[src/rtl/ysyx_22040750_ifu.sv]
// Instruction fetch unit: one outstanding memory request, one-entry instruction buffer.
// Latency: buffer valid 1 cycle after the response beat; requests stall while the buffer is full and not draining.
module ysyx_22040750_ifu #(
  parameter logic [63:0] RESET_PC = 64'h0000_0000_8000_0000
) (
  input  logic        I_sys_clk,
  input  logic        I_rst,
  input  logic        I_redirect,
  input  logic [63:0] I_redirect_pc,
  output logic        O_req_valid,
  input  logic        I_req_ready,
  output logic [63:0] O_req_addr,
  input  logic        I_rsp_valid,
  input  logic [31:0] I_rsp_data,
  output logic        O_inst_valid,
  input  logic        I_inst_ready,
  output logic [31:0] O_inst,
  output logic [63:0] O_pc
);

  typedef enum logic [1:0] {IDLE, REQ, WAIT, DROP} state_e;

  state_e      state_q, state_d;
  logic [63:0] fetch_pc_q, fetch_pc_d;
  logic        inst_valid_q, inst_valid_d;
  logic [31:0] inst_q, inst_d;
  logic [63:0] pc_q, pc_d;
  logic [63:0] redirect_tgt;
  logic        req_fire;

  assign redirect_tgt = I_redirect_pc & ~64'h3;

  // A request is only offered when the buffer will have room for its response.
  assign O_req_valid  = (state_q == REQ) && (!inst_valid_q || I_inst_ready);
  assign O_req_addr   = fetch_pc_q;
  assign req_fire     = O_req_valid && I_req_ready;

  assign O_inst_valid = inst_valid_q;
  assign O_inst       = inst_q;
  assign O_pc         = pc_q;

  always_comb begin
    state_d      = state_q;
    fetch_pc_d   = fetch_pc_q;
    inst_valid_d = inst_valid_q;
    inst_d       = inst_q;
    pc_d         = pc_q;

    if (inst_valid_q && I_inst_ready) begin
      inst_valid_d = 1'b0;
    end

    case (state_q)
      IDLE: state_d = REQ;
      REQ: begin
        if (req_fire) begin
          state_d = WAIT;
        end
      end
      WAIT: begin
        if (I_rsp_valid) begin
          state_d      = REQ;
          inst_valid_d = 1'b1;
          inst_d       = I_rsp_data;
          pc_d         = fetch_pc_q;
          fetch_pc_d   = fetch_pc_q + 64'd4;
        end
      end
      DROP: begin
        if (I_rsp_valid) begin
          state_d = REQ;
        end
      end
      default: state_d = IDLE;
    endcase

    if (I_redirect) begin
      fetch_pc_d   = redirect_tgt;
      inst_valid_d = 1'b0;
      inst_d       = inst_q;
      pc_d         = pc_q;
      case (state_q)
        IDLE:    state_d = REQ;
        REQ:     state_d = req_fire ? DROP : REQ;
        WAIT:    state_d = I_rsp_valid ? REQ : DROP;
        // The beat being dropped may land in the same cycle; then nothing is left in flight.
        DROP:    state_d = I_rsp_valid ? REQ : DROP;
        default: state_d = IDLE;
      endcase
    end
  end

  always_ff @(posedge I_sys_clk or negedge I_rst) begin
    if (!I_rst) begin
      state_q      <= IDLE;
      fetch_pc_q   <= RESET_PC;
      inst_valid_q <= 1'b0;
      inst_q       <= 32'h0;
      pc_q         <= 64'h0;
    end else begin
      state_q      <= state_d;
      fetch_pc_q   <= fetch_pc_d;
      inst_valid_q <= inst_valid_d;
      inst_q       <= inst_d;
      pc_q         <= pc_d;
    end
  end

endmodule
[config.mk]
export PLATFORM = sky130hd
export DESIGN_NAME = ysyx_22040750_ifu
export DESIGN_NICKNAME = d
export VERILOG_FILES = /design/src/rtl/ysyx_22040750_ifu.sv
export SDC_FILE = /design/constraint.sdc
export NUM_CORES = 1
export LEC_CHECK = 0
export BUFFER_PORTS_ARGS = -buffer_cell sky130_fd_sc_hd__buf_2
export CORE_MARGIN = 4
export CORE_UTILIZATION = 45
export CTS_CLUSTER_SIZE = 8
export DETAILED_ROUTE_END_ITERATION = 8
export GPL_ROUTABILITY_DRIVEN = 0
export PLACE_DENSITY = 0.73
export SYNTH_ARGS = -nofsm -noshare
export SYNTH_HDL_FRONTEND = slang
export SYNTH_SLANG_ARGS = --single-unit
[constraint.sdc]
create_clock -name I_sys_clk -period 5.1 [get_ports I_sys_clk]
set_input_delay 0.255 -clock I_sys_clk [delete_from_list [all_inputs] [get_ports I_sys_clk]]
set_output_delay 0.255 -clock I_sys_clk [all_outputs]
set_load 0.1 [all_outputs]
Word-level counts from Yosys, hierarchy flattened --
Index checks and enable logic that the tools add are counted.
Cells by class: $add $sub $neg 1, equality and inequality tests 5, multiplexer cells 14, bitwise logic cells 1, reductions and logical operators 12
Operator list (count):
- 2-to-1 mux 64 bit | 3
- adder 64 x 3 -> 64 bit (second input constant) | 1
- one-hot mux 2 bit (3 select lines) | 2
- 2-to-1 mux 2 bit | 5
- == test 2 bit (second input constant) | 2
- 2-to-1 mux 1 bit | 4
- AND reduction 2 bit | 2
- nonzero test 2 bit | 2
- logical AND 1 bit | 3
- inequality test 3 x 1 -> 1 bit (second input constant) | 1
- inequality test 3 bit (second input constant) | 1
- AND reduction 3 bit | 1
- == test 2 x 1 -> 1 bit (second input constant) | 1
- zero test 2 bit | 1
- OR reduction 2 bit | 1
- zero test 1 bit | 1
- logical OR 1 bit | 1
- NOT 1 bit | 1
Storage, ports and cells: bits in registers 163, input bits 102, word-level logic and storage cells 38

Longest topological paths before layout --
Gate-level depths: netlist of run 1.
depth after elaboration 7, gate-level depth with buffers 7

Worst setup path after synthesis of run 1 --
Ideal clock, no wire load.
path type register to register, start reg fetch_pc_q[14], in the netlist O_req_addr[14], end reg fetch_pc_q[25], in the netlist O_req_addr[25], library setup time 0.125 ns, data arrival time 2.633 ns, required time 4.975 ns, slack 2.342 ns, cell stages (with the launch flop) 7, clock period less this slack 2.758 ns, path through dfrtp_1 > nand3_1 > or4_1 > clkbuf_1 > nor4_1 > xor2_1 > mux2_2
Between the ends: word-level cells in the longest chain between the ends 4
RTL lines:
- start, declared | RTL line 24 | logic [63:0] fetch_pc_q, fetch_pc_d;
- start signal, assigned | RTL line 102 | fetch_pc_q <= fetch_pc_d;
- adder 64 x 3 -> 64 bit | RTL line 66 | fetch_pc_d = fetch_pc_q + 64'd4;
- 2-to-1 mux 64 bit | RTL line 61 | if (I_rsp_valid) begin
- 2-to-1 mux 64 bit | RTL line 53 | case (state_q)
- 2-to-1 mux 64 bit | RTL line 77 | if (I_redirect) begin
No other way between the ends. The select of a mux whose other input is x is not followed. A chain may end at the register's enable or synchronous reset.

Final worst setup path of run 1 --
start reg fetch_pc_q[10], in the netlist O_req_addr[10], end reg fetch_pc_q[62], in the netlist O_req_addr[62]
Same word-level chain as after synthesis.

==> results.toml, run 1 <==
[detailed_routing]
drt_iter0_drc = 404
viasPerCell = 5.46
dr.pass1.iters = 5
vias = 6271
drc_errors = 0
ant_nets = 0
routedWlPerCell_um = 17.9
drt_wl_total_um = 20600

[critical_path]
crit_family = "simple AND/OR/NAND/NOR gates"
path_buf_inv = 0
critPathLaunchType = "flip-flop"
crit_required_ns = 5.44
endpoint_kind = "flip-flop"
crit_arrival_ns = 3.30
path_max_fanout = 19
path_cells = "nand4_4 -> nor4_4 -> nand4_2 -> or4_1 -> a31oi_1"
critPathMaxStageDelay_ns = 0.71
slowest_stage = "nor4_4"
worstSetupPathType = "flip-flop to flip-flop"

[yosys]
synth_cell_types = 52
synth_top_area_cell = "dfrtp_1"
synth_top_area_share_pct = 53.0
ys_ff_latch = 159
synth_ff_type = "dfrtp_1"
synth-edff-count = 0
synth_commonest_cells = "158 x dfrtp_1, 95 x mux2_2, 67 x nand2_1"
synth.avg_cell_area_sq_um = 11.2
ys_seq_area_share_pct = 53.4
yosys_warnings = 0
synthArstFlopShare_pct = 100
synth_area_sq_um = 7460
synth_area_leaders = "dfrtp_1 53%, mux2_2 14%, nand2_1 3.4%"
synthCells = 668
synth_most_common_cell = "dfrtp_1"

[layout]
stdcell_area_sq_um = 9550
syn2layout_area_growth_pct = 28.1
drive_gt1_share_pct = 43.0
fin_nets = 1022

[sta]
finalCriticalPeriod_ns = 2.96
finalWorstSetupSlack_ns = 2.14
skew_ns = 0.0122
rsz0062_at_grt = "no"
tightestPinTransition_ns = 0.876
tns_ns = 0
finalCritPeriodShare_pct = 58.0
finalMaxSlewViolations = 0
max-slew-margin-rel_pct = 41.6
setup-violations-final = 0
hold_viol = 0
fmax_mhz = 338

[grt]
first_global_vias = 6100
grt_usage_pct = 22.0
grt_pass1_wl_um = 32200
gr-usage-met3_pct = 5.15
grt-ovfl-total = 0
antenna_found_initial = 2
grt_max_degree = 93
grt_use_met1_pct = 30.3
grt_use_met2_pct = 34.5
grt.busiest_layer = "met2"

[placement]
post-dp-hpwl_um = 15000
port_buffers = 257
dp_slack_ns = 2.17
dpl_cell_area_sq_um = 8950

[cts]
postCtsSetupBuffers = 0
cts_buffers = 17
post_cts_resized = 0
holdBufCountCts = 1
cts_tree = "yes"
htreeDepth = 4
root_buffer = "clkbuf_16"
cts_max_path_buffers = 2
cts_sinks = 159
clkTransAtPathRegs_ns = 0.06
insertion_delay_ns = 0.42

[power_and_ir_drop]
p_per_area_nw_per_um2 = 675
leakagePower_nw = 4.47
ir_drop_mv = 0.529

[flow_run]
drv_cap = 0

[die]
ioPinCount = 264
dieArea_sq_um = 18700
core_sq_um = 16100
die_h_um = 137
start_util_pct = 46.4
fp-row-count = 46
die_w_um = 137

[run_status]
status = "finished clean"

[worst_hold_path]
hold_class = "input port to flip-flop"
==> cell usage in the layout (no fill, tap or decap), types with 11 or more instances in the layout <==
cell,n
mux2_2,95
clkbuf_16,17
o21ai_0,45
xnor2_1,15
dfrtp_1,158
nand3_1,17
inv_1,11
buf_2,255
or3_1,19
a31oi_1,18
nor2_1,34
nand4_1,29
nor4_1,12
nor3_1,18
nand2_1,67
xor2_1,17
==> per-layer routing <==
| layer | up-vias | wire length, um |
|---|---|---|
| li1 | 2936 | - |
| met1 | 3070 | 8880 |
| met2 | 237 | 9800 |
| met3 | 28 | 1550 |
| met4 | 0 | 376 |
| met5 | - | 0 |
==> sequential cells by signal, indices dropped and copies added, names as in the netlist <==
signal        cells
state_q           2
O_req_addr       62
O_inst_valid      1
O_pc             62
O_inst           32
==> area by class of cell <==
type                       count  area, sq um
multi-input combinational    467         3310
clock inverter                 9          134
sequential                   159         3980
fill                        1395         6510
timing repair buffer         263         1360
antenna                        2         5.00
inverter                      11         41.3
clock buffer                  22          454
tap                          216          270
==> path summary, 6_finish.rpt <==
check	endpoint	start	depth (start not counted)	slack, ns
worst max-delay path	O_req_addr[62]$_DFFE_PN0N_	O_req_addr[10]$_DFFE_PN0N_	5	2.14
worst min-delay path	O_req_addr[4]$_DFFE_PN0N_	I_redirect_pc[4]	3	0.04
worst max register to register	O_req_addr[62]$_DFFE_PN0N_	O_req_addr[10]$_DFFE_PN0N_	5	2.14
worst min register to register	O_pc[17]$_DFFE_PN0P_	O_pc[17]$_DFFE_PN0P_	1	0.50
max in group asynchronous	O_inst[25]$_DFFE_PN0P_	I_rst	3	3.65
min in group asynchronous	O_req_addr[10]$_DFFE_PN0N_	I_rst	2	0.27
==> tightest hold or removal path: stages <==
cell and delay [ns]:
buf_2 0.08, nand2_1 0.04, o21ai_0 0.05
==> kinds of logic (layout without fill, tap and decap cells) <==
family,after synthesis,in the layout,synth area share [%]
AOI/OAI and AO/OA,89,89,7.41
xor gates and xnor gates,32,32,3.76
adders and majority gates,1,1,0.168
buffers and inverters,45,305,2.48
DFF,159,159,53.4
muxes,98,98,14.7
other,1,6,0.0503
and+or+nand+nor,243,243,18.0
==> through the flow <==
stage / std cells / utilization (%) / hold WS (ns) / power [W]
2_1_floorplan: 671 / - / -0.0406 / 0.00463
3_3_place_gp: 1115 / 55.7 / 0.144 / 0.00516
3_5_place_dp: 1115 / 55.7 / 0.145 / 0.00520
4_1_cts: 1147 / 59.5 / 0.0321 / 0.00649
5_1_grt: 1149 / 59.5 / 0.0379 / 0.00667
6_report: 1149 / 59.5 / 0.0418 / 0.00645
==> power breakdown <==
part           switching (W)  internal [W]
Sequential          0.000221       0.00159
Clock               0.000508      0.000783
Combinational        0.00284      0.000513
(Power assumes the default switching activity.)
==> run 2, diff against run 1 <==
Clock period 5.1 ns to 2.83 ns, I/O delays scaled along.
==> run 2 against run 1 <==
Compared with the run above: core utilization increased by 6.5 points; combinational power increased by 84%; sequential power increased by 81%; count of clock-buffer cells in the layout shrank 4; design area is 11% higher; die area unchanged; global-route usage increased by 1.8 points; clock skew shrank 0.0047 ns; power up 85%; sequential share of layout area fell by 4.1 points; wire length grew 7.8%; via count grew 7.2%; critical path type unchanged; largest cell class unchanged.
==> results.toml, run 2 (synthesis gave the netlist of run 1 again) <==
[worst_hold_path]
hold_class = "input port to flip-flop"
min-delay-start = "I_redirect_pc[57]"

[sta]
setup-violations-final = 0
tightestPinTransition_ns = 1.19
hold_viol = 0
rsz0062_at_grt = "no"
tns_ns = 0
fmax_mhz = 398
finalMaxSlewViolations = 0
skew_ns = 0.00757
finalCriticalPeriod_ns = 2.51
finalCritPeriodShare_pct = 88.8
max-slew-margin-rel_pct = 20.7

[cts]
insertion_delay_ns = 0.42
cts_sinks = 159
cts_buffers = 17
cts_max_path_buffers = 2
htreeDepth = 4
cts_tree = "yes"
postCtsSetupBuffers = 0
root_buffer = "clkbuf_16"
clkTransAtPathRegs_ns = 0.07

[detailed_routing]
ant_nets = 0
drt_iter0_drc = 514
vias = 6724
routedWlPerCell_um = 17.7
drt_wl_total_um = 22200
dr.pass1.iters = 5
viasPerCell = 5.37
drc_errors = 0

[die]
start_util_pct = 46.4
die_w_um = 137
ioPinCount = 264
dieArea_sq_um = 18700
core_sq_um = 16100
fp-row-count = 46
die_h_um = 137

[critical_path]
path_max_fanout = 56
reg2reg_from = "state_q[0]$_DFFE_PN0P_"
critPathLaunch = "state_q[0]$_DFFE_PN0P_"
endpoint_kind = "flip-flop"
critPathLaunchType = "flip-flop"
worstSetupPathType = "flip-flop to flip-flop"
crit_arrival_ns = 2.82
crit_required_ns = 3.13
rrSetupSlack_ns = 0.32

[placement]
port_buffers = 257
post-dp-hpwl_um = 15400

[power_and_ir_drop]
leakagePower_nw = 4.92
total_power_w = 0.0119
ir_drop_mv = 0.947
p_per_area_nw_per_um2 = 1130

[layout]
seq_area_sq_um = 3980
layout_common_cells = "255 x buf_2, 158 x dfrtp_1, 95 x mux2_2"
fin_nets = 1123
drive_gt1_share_pct = 40.0
syn2layout_area_growth_pct = 42.1
fillCellCount = 1194
multi_input_area_sq_um = 3310
mostFrequentLayoutCell = "buf_2"

[grt]
grt_max_degree = 79
grt_usage_pct = 23.8
first_global_vias = 6812
grt-ovfl-total = 0
antenna_found_initial = 1
grt_pass1_wl_um = 34900

[flow_run]
drv_cap = 0

[run_status]
status = "finished clean"
-- run 2: metrics by stage --
step                      area (sq um)  std cells  worst slack [ns]  util [%]  hold slack (ns)
final                            10600       1251             0.317      66.0           0.0251
after global routing             10600       1250             0.170      66.0           0.0483
after CTS                        10600       1249             0.319      66.0          0.00343
after detailed placement          9010       1123             0.323      56.1            0.216
after global placement            9010       1123             0.347      56.1            0.227
after floorplan                   7470        671            0.0724         -           -0.154
-- run 2: final timing paths --
| kind | endpoint | depth (start not counted) |
|---|---|---|
| max | O_inst[25]$_DFFE_PN0P_ | 4 |
| min | O_req_addr[57]$_DFFE_PN0N_ | 4 |
| max reg2reg | O_inst[25]$_DFFE_PN0P_ | 4 |
| min reg2reg | O_pc[10]$_DFFE_PN0P_ | 1 |
| max in group asynchronous | O_req_addr[31]$_DFFE_PN1N_ | 3 |
| min in group asynchronous | O_req_addr[10]$_DFFE_PN0N_ | 2 |
-- run 2: routing by layer --
layer  vias to the layer above  track usage (%)  routed length, um  share of wire, %
met2                       242             40.5              11100                50
met4                         0             7.33                455               2.0
li1                       3143                -                  -                 -
met5                         -                0                  0                 0
met1                      3304             30.2               9310                42
met3                        35             5.37               1340               6.0
-- run 2: worst max-delay path, cell delays in order, from the launching register on --
cell and delay [ns]:
dfrtp_1 0.39, nand3b_4 0.25, nor2_4 0.93, buf_12 0.37, mux2_2 0.40
-- run 2: repair_timing --
action                    4_1_cts  5_1_grt
resized for setup               0        0
hold endpoints to repair      166        0
hold buffers                   94        0
-- run 2: layout make-up --
cell class,instances,area share [%]
Clock inverter,14,1.91
Multi-Input combinational cell,467,31.3
Sequential cell,159,37.6
Antenna cell,2,0.0472
Inverter,11,0.390
Timing Repair Buffer,364,22.1
Clock buffer,18,4.14
Tap cell,216,2.55
-- run 2: power breakdown --
part / switching, W / leakage [nW] / total (W) / internal, W
logic: 0.00516 / 2.64 / 0.00617 / 0.00102
clock network: 0.000978 / 0.306 / 0.00250 / 0.00152
registers: 0.000414 / 1.97 / 0.00328 / 0.00287
total: 0.00655 / 4.92 / 0.0119 / 0.00540
